**src/rtl/fx_pkg.sv**
```systemverilog
// ---------------------------------------------------------------------------
// fx_pkg
// Shared definitions for the pedalboard effect chain.
//   FX_DATA_W      codec-aligned sample width
//   FX_ACC_W       width of the wide accumulator handed to sat_to_w
//   FX_* states    2-bit bypass/fade state encodings
//   sat_to_w()     clamp a wide signed value to a w-bit signed range
// ---------------------------------------------------------------------------
package fx_pkg;

   localparam int FX_DATA_W = 32;
   localparam int FX_ACC_W  = 64;

   localparam logic [1:0] FX_BYPASS   = 2'd0;
   localparam logic [1:0] FX_FADE_IN  = 2'd1;
   localparam logic [1:0] FX_ACTIVE   = 2'd2;
   localparam logic [1:0] FX_FADE_OUT = 2'd3;

   // Result is returned full width; the caller keeps the low w bits.
   function automatic logic signed [FX_ACC_W-1:0] sat_to_w(
      input logic signed [FX_ACC_W-1:0] x,
      input int unsigned                w
   );
      logic signed [FX_ACC_W-1:0] hi;
      logic signed [FX_ACC_W-1:0] lo;
      hi = (64'sd1 <<< (w - 1)) - 64'sd1;
      lo = -hi - 64'sd1;
      if (x > hi)
         sat_to_w = hi;
      else if (x < lo)
         sat_to_w = lo;
      else
         sat_to_w = x;
   endfunction

endpackage

```
**src/rtl/fx_xfade_mix.sv**
```systemverilog
// ---------------------------------------------------------------------------
// fx_xfade_mix
// One-channel registered linear crossfade:
//   out = sat((dry*(N-g) + wet*g) >>> RAMP_SHIFT), N = 2^RAMP_SHIFT
// Ports:
//   sample_clk  in   sample clock
//   resetn      in   asynchronous active-low reset (clears the output)
//   dry_i       in   dry sample (signed)
//   wet_i       in   wet sample (signed)
//   g_i         in   wet gain 0..N (unsigned)
//   out_o       out  mixed sample, registered
// ---------------------------------------------------------------------------
module fx_xfade_mix
   import fx_pkg::*;
#(
   parameter int DATA_W     = FX_DATA_W,
   parameter int RAMP_SHIFT = 8
) (
   input  logic                     sample_clk,
   input  logic                     resetn,
   input  logic signed [DATA_W-1:0] dry_i,
   input  logic signed [DATA_W-1:0] wet_i,
   input  logic [RAMP_SHIFT:0]      g_i,
   output logic signed [DATA_W-1:0] out_o
);

   localparam int PW = DATA_W + RAMP_SHIFT + 1;
   localparam int SW = PW + 1;
   localparam logic [RAMP_SHIFT:0] G_FULL = {1'b1, {RAMP_SHIFT{1'b0}}};

   logic [RAMP_SHIFT:0]      ng;
   logic signed [PW-1:0]     dry_x;
   logic signed [PW-1:0]     wet_x;
   logic signed [PW-1:0]     g_x;
   logic signed [PW-1:0]     ng_x;
   logic signed [PW-1:0]     prod_dry;
   logic signed [PW-1:0]     prod_wet;
   logic signed [SW-1:0]     sum;
   logic signed [SW-1:0]     shifted;
   logic signed [DATA_W-1:0] mix_d;
   logic signed [DATA_W-1:0] mix_q;

   assign ng    = G_FULL - g_i;
   assign dry_x = PW'(dry_i);
   assign wet_x = PW'(wet_i);
   // Gains are unsigned: zero-extend before treating them as signed operands.
   assign g_x   = $signed(PW'(g_i));
   assign ng_x  = $signed(PW'(ng));

   // |sample| * N always fits in PW signed bits, so no product bits are lost.
   assign prod_dry = dry_x * ng_x;
   assign prod_wet = wet_x * g_x;
   assign sum      = SW'(prod_dry) + SW'(prod_wet);
   // Arithmetic shift floors; at g=0 or g=N the low bits are zero, so the
   // endpoints come out bit-exact.
   assign shifted  = sum >>> RAMP_SHIFT;
   assign mix_d    = DATA_W'(sat_to_w(FX_ACC_W'(shifted), unsigned'(DATA_W)));

   // ---- output register ----
   always_ff @(posedge sample_clk or negedge resetn) begin
      if (!resetn)
         mix_q <= '0;
      else
         mix_q <= mix_d;
   end

   assign out_o = mix_q;

endmodule

```
**src/rtl/fx_bypass_xfade.sv**
```systemverilog
// ---------------------------------------------------------------------------
// fx_bypass_xfade
// Click-free bypass after an effect: ramps linearly between the dry and wet
// stereo signals over 2^RAMP_SHIFT samples whenever the enable switch flips.
// Ports:
//   sample_clk            in   sample clock, all state on posedge
//   resetn                in   asynchronous active-low reset
//   enable                in   effect switch (1 = wet)
//   dry_l_in / dry_r_in   in   dry stereo samples
//   wet_l_in / wet_r_in   in   effect stereo samples
//   left_out / right_out  out  mixed stereo samples, 1 sample latency
//   active                out  state is not BYPASS
//   fading                out  state is FADE_IN or FADE_OUT
// ---------------------------------------------------------------------------
module fx_bypass_xfade
   import fx_pkg::*;
#(
   parameter int DATA_W     = FX_DATA_W,
   parameter int RAMP_SHIFT = 8
) (
   input  logic                     sample_clk,
   input  logic                     resetn,
   input  logic                     enable,
   input  logic signed [DATA_W-1:0] dry_l_in,
   input  logic signed [DATA_W-1:0] dry_r_in,
   input  logic signed [DATA_W-1:0] wet_l_in,
   input  logic signed [DATA_W-1:0] wet_r_in,
   output logic signed [DATA_W-1:0] left_out,
   output logic signed [DATA_W-1:0] right_out,
   output logic                     active,
   output logic                     fading
);

   localparam logic [RAMP_SHIFT:0] G_FULL = {1'b1, {RAMP_SHIFT{1'b0}}};
   localparam logic [RAMP_SHIFT:0] G_ONE  = {{RAMP_SHIFT{1'b0}}, 1'b1};

   logic [1:0]          state_q, state_d;
   logic [RAMP_SHIFT:0] g_q, g_d;
   logic                active_q;
   logic                fading_q;

   // A reversal holds g for one sample and then ramps back from where it
   // was, so the output never jumps regardless of how fast enable toggles.
   always_comb begin
      state_d = state_q;
      g_d     = g_q;
      case (state_q)
         FX_BYPASS: begin
            if (enable)
               state_d = FX_FADE_IN;
         end
         FX_FADE_IN: begin
            if (!enable) begin
               state_d = FX_FADE_OUT;
            end else if (g_q >= G_FULL - G_ONE) begin
               state_d = FX_ACTIVE;
               g_d     = G_FULL;
            end else begin
               g_d = g_q + G_ONE;
            end
         end
         FX_ACTIVE: begin
            if (!enable)
               state_d = FX_FADE_OUT;
         end
         FX_FADE_OUT: begin
            if (enable) begin
               state_d = FX_FADE_IN;
            end else if (g_q <= G_ONE) begin
               state_d = FX_BYPASS;
               g_d     = '0;
            end else begin
               g_d = g_q - G_ONE;
            end
         end
         default: begin
            state_d = FX_BYPASS;
            g_d     = '0;
         end
      endcase
   end

   // ---- control registers ----
   // Status flags come from the next state so they line up with the g that
   // the next mix will use.
   always_ff @(posedge sample_clk or negedge resetn) begin
      if (!resetn) begin
         state_q  <= FX_BYPASS;
         g_q      <= '0;
         active_q <= 1'b0;
         fading_q <= 1'b0;
      end else begin
         state_q  <= state_d;
         g_q      <= g_d;
         active_q <= (state_d != FX_BYPASS);
         fading_q <= (state_d == FX_FADE_IN) || (state_d == FX_FADE_OUT);
      end
   end

   // L and R share g, so both channels ramp in lock-step.
   fx_xfade_mix #(
      .DATA_W     (DATA_W),
      .RAMP_SHIFT (RAMP_SHIFT)
   ) u_mix_l (
      .sample_clk (sample_clk),
      .resetn     (resetn),
      .dry_i      (dry_l_in),
      .wet_i      (wet_l_in),
      .g_i        (g_q),
      .out_o      (left_out)
   );

   fx_xfade_mix #(
      .DATA_W     (DATA_W),
      .RAMP_SHIFT (RAMP_SHIFT)
   ) u_mix_r (
      .sample_clk (sample_clk),
      .resetn     (resetn),
      .dry_i      (dry_r_in),
      .wet_i      (wet_r_in),
      .g_i        (g_q),
      .out_o      (right_out)
   );

   assign active = active_q;
   assign fading = fading_q;

endmodule

```
**config.mk**
```make
export PLATFORM = sky130hd
export DESIGN_NAME = fx_bypass_xfade
export DESIGN_NICKNAME = d
export VERILOG_FILES = /design/src/rtl/fx_pkg.sv /design/src/rtl/fx_xfade_mix.sv /design/src/rtl/fx_bypass_xfade.sv
export SDC_FILE = /design/constraint.sdc
export NUM_CORES = 2
export LEC_CHECK = 0
export ABC_AREA = 1
export BUFFER_PORTS_ARGS = -buffer_cell sky130_fd_sc_hd__clkbuf_2
export CAP_MARGIN = 25
export CORE_MARGIN = 8
export CORE_UTILIZATION = 62
export DETAILED_ROUTE_END_ITERATION = 16
export MAX_ROUTING_LAYER = met4
export PLACE_DENSITY_LB_ADDON = 0.2
export SYNTH_ARGS = -nofsm -noshare
export SYNTH_HDL_FRONTEND = slang
export SYNTH_SLANG_ARGS = --single-unit
```
**constraint.sdc**
```tcl
create_clock -name sample_clk -period 10.21 [get_ports sample_clk]
set_input_delay 2.042 -clock sample_clk [delete_from_list [all_inputs] [get_ports sample_clk]]
set_output_delay 2.042 -clock sample_clk [all_outputs]
set_load 0.03 [all_outputs]
```
### Yosys cells after proc, flatten, opt, wreduce, memory -nomap -nowiden

Index checks and enable logic that the tools add are counted.
Widths: inputs -> output; s select.

* register bits after elaboration: 77
* output and inout port bits: 66
* logic and storage cells: 49

* add/sub/neg operators: 5
* $mul: 4
* magnitude comparators: 6
* equal/unequal tests: 7
* mux-type cells: 16
* reductions and logical operators: 5

Operator list (count)
* $mul 32x10->41: 4
* $mux 32: 4
* $add 41x41->42: 2
* $gt 34x32->1 const B: 2
* $lt 34x32->1 const B: 2
* $mux 9: 4
* $pmux 9 s2: 1
* $mux 2: 6
* $add 9x1->9 const B: 1
* $ge 9x8->1 const B: 1
* $le 9x1->1 const B: 1
* $sub 9x1->9 const B: 1
* $sub 9x9->9 const A: 1
* $pmux 2 s4: 1
* $eq 2x2->1 const B: 3
* $eq 2x1->1 const B: 2
* $ne 2x2->1 const B: 2
* $reduce_bool 2->1: 2
* $reduce_and 3->1: 1
* $logic_not 2->1: 1
* $logic_or 1x1->1: 1

### Depth between registers and ports, before layout

* depth after elaboration: 6
* depth in mapped cells: 51

### Hierarchy

From an unflattened synthesis, not the netlist that was laid out.

* cells, all modules: 7180
* area, all modules: 50211.9 um^2

By module, submodules not included
* fx_xfade_mix (u_mix_l): times used 1, cells an instance 3508, area an instance 24611.1 um^2, sequential area each 800.8 um^2
* fx_xfade_mix (u_mix_r): times used 1, cells an instance 3497, area an instance 24543.5 um^2, sequential area each 800.8 um^2
* fx_bypass_xfade: times used 1, cells an instance 175, area an instance 1057.3 um^2, sequential area each 300.3 um^2

### Least setup slack after synthesis

Ideal clock, no wire load.

* path type: input-to-reg
* start: input wet_l_in[7]
* end: register u_mix_l.mix_q[10], in the netlist u_mix_l.out_o[10]
* library setup time: 121 ps
* data arrival time: 7901 ps
* slack: 2188 ps
* stages: 32
* cell sequence: clkbuf_1 -> nand2_1 -> fa_1 -> inv_1 -> fa_1 -> inv_1 -> fa_1 -> fa_1 -> inv_1 -> fa_1 -> ha_1 -> a21oi_1 -> inv_1 -> nor2_1 -> nand2_1 -> a21boi_0 -> o21ai_0 -> nand2_1 -> nand2_1 -> nor2_1 -> nor2_1 -> ha_1 -> nand2_1 -> nor2_1 -> inv_1 -> nor3_1 -> nand3_1 -> nand4_1 -> nand2_1 -> o21ai_2 -> buf_2 -> nand2_1

* word-level cells in the longest chain between the ends: 5

RTL lines
* start, declared: RTL line fx_bypass_xfade.sv:26 `input logic signed [DATA_W-1:0] wet_l_in,`
* $mul 32x10->41 *: RTL line fx_xfade_mix.sv:52 `assign prod_wet = wet_x * g_x;`
* $add 41x41->42 *: RTL line fx_xfade_mix.sv:53 `assign sum = SW'(prod_dry) + SW'(prod_wet);`
* $lt 34x32->1: RTL line fx_pkg.sv:30 `else if (x < lo)`
* $mux 32: RTL line fx_pkg.sv:30
* $mux 32 *: RTL line fx_pkg.sv:28 `if (x > hi)`
* via u_mix_l.mix_d[10]: RTL line fx_xfade_mix.sv:40 `logic signed [DATA_W-1:0] mix_d;`
* end signal, assigned: RTL line fx_xfade_mix.sv:64 `mix_q <= mix_d;`
* end, declared: RTL line fx_xfade_mix.sv:41 `logic signed [DATA_W-1:0] mix_q;`

Mark *: on every way through the listed nets, which the timed path passes. The rest lies on a longest branch.
A chain may end at the register's enable or synchronous reset.

### Worst setup path after layout

* start: register g_q[2]
* end: register u_mix_r.mix_q[22], in the netlist u_mix_r.out_o[22]

* word-level cells in the longest chain between the ends: 6

RTL lines
* start, declared: RTL line fx_bypass_xfade.sv:38 `logic [RAMP_SHIFT:0] g_q, g_d;`
* start signal, assigned: RTL line fx_bypass_xfade.sv:94 `g_q <= g_d;`
* $sub 9x9->9: RTL line fx_xfade_mix.sv:43 `assign ng = G_FULL - g_i;`
* $mul 32x10->41: RTL line fx_xfade_mix.sv:51 `assign prod_dry = dry_x * ng_x;`
* $add 41x41->42 *: RTL line fx_xfade_mix.sv:53
* $lt 34x32->1: RTL line fx_pkg.sv:30
* $mux 32: RTL line fx_pkg.sv:30
* $mux 32 *: RTL line fx_pkg.sv:28
* via u_mix_r.mix_d[22]: RTL line fx_xfade_mix.sv:40
* end signal, assigned: RTL line fx_xfade_mix.sv:64
* end, declared: RTL line fx_xfade_mix.sv:41

Marks and branches as above.

==> results <==
- In this run the cell area measured after placement is 51830 um^2.
- The number of sinks driven by the clock tree is 76.
- In this run the cell area of the synthesized design comes to 49970 um^2.
- The cell count after synthesis came out at around 7100.
- The overflow left after global routing is 0.
- The setup path with the least slack is of type reg -> reg.
- Among all stages on the critical path, the largest delay is contributed by sky130_fd_sc_hd__inv_2.
- The final-report setup violation count is 0.
- By count the netlist is led by 1872 x sky130_fd_sc_hd__nand2_1, 1823 x sky130_fd_sc_hd__inv_1, 924 x sky130_fd_sc_hd__fa_1, 721 x sky130_fd_sc_hd__nor2_1, 429 x sky130_fd_sc_hd__ha_1.
- After detailed routing, the average wire length per cell comes to between 15 and 20 um.
- Routability-driven placement finished with a final weighted congestion of between 1 and 1.5.
- The number of warnings reported in the yosys synthesis log is 0.
- The final hold violation count is 0.
- Buffers added to address setup during post-CTS repair amount to 0.
- The via count of the first global-routing pass is 46040.
- After legalization and detailed placement, the total HPWL measured between 100 and 150 mm.
- The initial utilization of the core area, before any placement, comes to 0.6234.
- On the worst path, the slowest cell contributes a delay of about 670 ps.
- TritonCTS built the clock tree.
- Ranked by total cell area, the synthesized netlist is headed by sky130_fd_sc_hd__fa_1 37%, sky130_fd_sc_hd__nand2_1 14%, sky130_fd_sc_hd__inv_1 14%, sky130_fd_sc_hd__ha_1 11%, sky130_fd_sc_hd__nor2_1 5.4%.
- The cell type with the highest aggregate area in the netlist is sky130_fd_sc_hd__fa_1.
- The proportion of register bits with asynchronous set or reset after synthesis is 1.000.
- The relative slew slack is 0.3693.
- The most common cell in the synthesized netlist is sky130_fd_sc_hd__nand2_1.
- The start point of the critical path is g_q[2]$_DFFE_PN0P_.
- The final-layout setup total negative slack is 0 ps.
- The boundary pin count is just under 200.
- The via density per instance is ~5.4.
- The count of distinct cell types in the synthesized netlist is 50.
- For this run, the detailed router's first-pass iteration total came to 8.
- The chip width is about 300 um.
- The worst hold path belongs to the class reg -> reg.
- The number of maximum-capacitance violations is 0.
- The finished cells cover approximately 52000 um^2.
- The clock passes through at most 2 buffers.
- The cell at the root of the clock tree is sky130_fd_sc_hd__clkbuf_16.
- Among the stages of the critical path, the cell type that occurs most often is sky130_fd_sc_hd__nand2_1.
- The share of the core filled with cells is 0.6509.
- The wire length of the first global-routing pass is 236.5 mm.
- The via count of the routed design is 44540.
- After clock tree synthesis, the clock-pin slew on the worst setup and hold paths is approximately 70 ps.
- The number of DRC markers after the initial detailed-route iteration is between 3000 and 4000.
- Compared with the post-synthesis result, the final layout area differs by 4.417%.
- In this run the critical register-to-register path is launched from g_q[2]$_DFFE_PN0P_.
- Synthesis inferred 76 register bits.
- The total routing usage reported by global routing is 0.3336.
- The pin count of the biggest net entering global routing is 77.
- The mean post-synth cell area is between 7 and 8 um^2.
- In this run, post-CTS repair resized a total of 0 instances.
- The count of final max-slew check failures came to 0.
- The initial antenna violation count is 10.
- The source-to-sink clock delay at the later pin of the worst-skew pair is roughly 380 ps.
- The number of input and output port buffers inserted is approximately 200.
- Of the post-synthesis cell area, the dominant cell type holds 0.3702.
- The most used flip-flop cell after synthesis is sky130_fd_sc_hd__dfrtp_1.
- For this run, the top clock speed supported by timing is about 110 MHz.
- The data required time of the worst path is ~11000 ps.
- The count of standard-cell rows is 104.
- The total routed wirelength is 143.8 mm.
- For the pin with the worst max-slew slack, the measured transition is around 950 ps.
- From bottom edge to top edge, the die measures around 300 um.
- The arrival time reported for the critical path endpoint is just over 9000 ps.
- The synthesized design contains 0 enable-type register cells.
- Setup repair after global routing left no endpoint under its margin.
- When the netlist entered floorplanning its net count stood at around 8600.
- The flow ran to the end, and the final reports show no timing, DRC or antenna violations.
- The die area is approximately 90000 um^2.
- The final clock skew is 15.41 ps.
- The H-tree generated during clock tree synthesis spans 3 levels.
- The portion of the post-synthesis area used by sequential elements is 0.03806.
- The detail route stage leaves a number of antenna-violating nets equal to 0.
- The layout net count is between 8000 and 9000.
- The minimum clock period after layout is ~9000 ps.
- The beginning of the worst hold path is g_q[7]$_DFFE_PN0P_.
- The final worst-path cycle share is 0.8823.
- Hold repair after CTS inserted 0 buffers.
- The core region is between 80000 and 90000 um^2.
- The remaining design rule violation count is 0.
- The share of post-route cells with drive strength above 1 is 0.04310.
- The total clock buffers created by CTS is 9.
- The worst setup path is captured at a register.
- Along the worst path, the maximum fanout reaches 39.
- The sort of element at the start of the critical path is a register.
routing by layer:
| metal | vias up | global-route usage | part of all wire |
|---|---|---|---|
| li1 | 21050 | - | - |
| met1 | 21530 | 0.4292 | 0.42 |
| met2 | 1688 | 0.5549 | 0.48 |
| met3 | 270 | 0.03804 | 0.067 |
| met4 | 0 | 0.1029 | 0.033 |
| met5 | - | - | 0 |
flip-flops by register name, indices dropped and copies added, names as in the netlist:
signal / count
g_q: 9
u_mix_l.out_o: 32
u_mix_r.out_o: 32
state_q: 1
fading: 1
active: 1
per-stage QoR:
step | setup WS, ps | std cells | hold WS, ps
2_1_floorplan | 2188 | 7137 | 597.1
3_3_place_gp | 1036 | 8236 | 599.4
3_5_place_dp | 992.7 | 8236 | 606.1
4_1_cts | 1307 | 8251 | 621.7
5_1_grt | 673.1 | 8262 | 662.0
6_report | 1202 | 8262 | 617.6
layout make-up:
type,instances,area [um^2]
Multi-Input combinational cell,5024,40350
Clock inverter,4,50.05
Clock buffer,11,242.7
Sequential cell,76,1916
Timing Repair Buffer,240,1371
Antenna cell,10,25.02
Fill cell,7409,27980
Inverter,1837,6895
Tap cell,1060,1326
path summary, 6_finish.rpt:
kind	end	slack [ps]	cells past startpoint
hold / removal	g_q[7]$_DFFE_PN0P_	620	2
min in group asynchronous	u_mix_l.out_o[5]$_DFF_PN0_	1510	1
setup / recovery	u_mix_r.out_o[22]$_DFF_PN0_	1200	39
hold reg to reg	g_q[7]$_DFFE_PN0P_	620	2
max in group asynchronous	u_mix_r.out_o[30]$_DFF_PN0_	8090	2
setup reg to reg	u_mix_r.out_o[22]$_DFF_PN0_	1200	39
placed cells by master, fill, tap and decap left out, drive strengths merged, types with 31 or more instances in the layout:
| cell | synthesis | layout |
|---|---|---|
| clkbuf | 145 | 206 |
| a21oi | 256 | 256 |
| inv | 1835 | 1837 |
| nor2 | 729 | 729 |
| fa | 924 | 924 |
| o21ai | 147 | 147 |
| nand4 | 34 | 34 |
| dfrtp | 76 | 76 |
| xor2 | 143 | 143 |
| nand2 | 1876 | 1876 |
| o21bai | 39 | 39 |
| a21o | 31 | 31 |
| a31oi | 55 | 55 |
| nor3 | 44 | 44 |
| nand3 | 164 | 164 |
| ha | 429 | 429 |
| buf | 55 | 45 |
| xnor2 | 65 | 65 |
critical path, delay by kind of cell (launching register included):
family / cells / cell delay (ps)
XOR/XNOR: 1 / 110
adder cells (fa/ha/maj): 7 / 3320
AO/OA/AOI/OAI: 4 / 950
AND/OR/NAND/NOR: 22 / 2780
flip-flops: 1 / 560
buffers and inverters: 5 / 1160
kinds of logic (layout without fill, tap and decap cells):
group	after synthesis	in the layout	share of synthesized area
simple gates	2880	2880	0.2263
buf+inv	2037	2092	0.1548
compound gates	583	583	0.06648
xor+xnor	208	208	0.03676
other cells	0	10	0
fa+ha+maj	1353	1353	0.4776
flops	76	76	0.03806
Power is left out: the tool's default activity adds up to more than one toggle a clock period on the data nets, which glitch-free logic cannot reach.
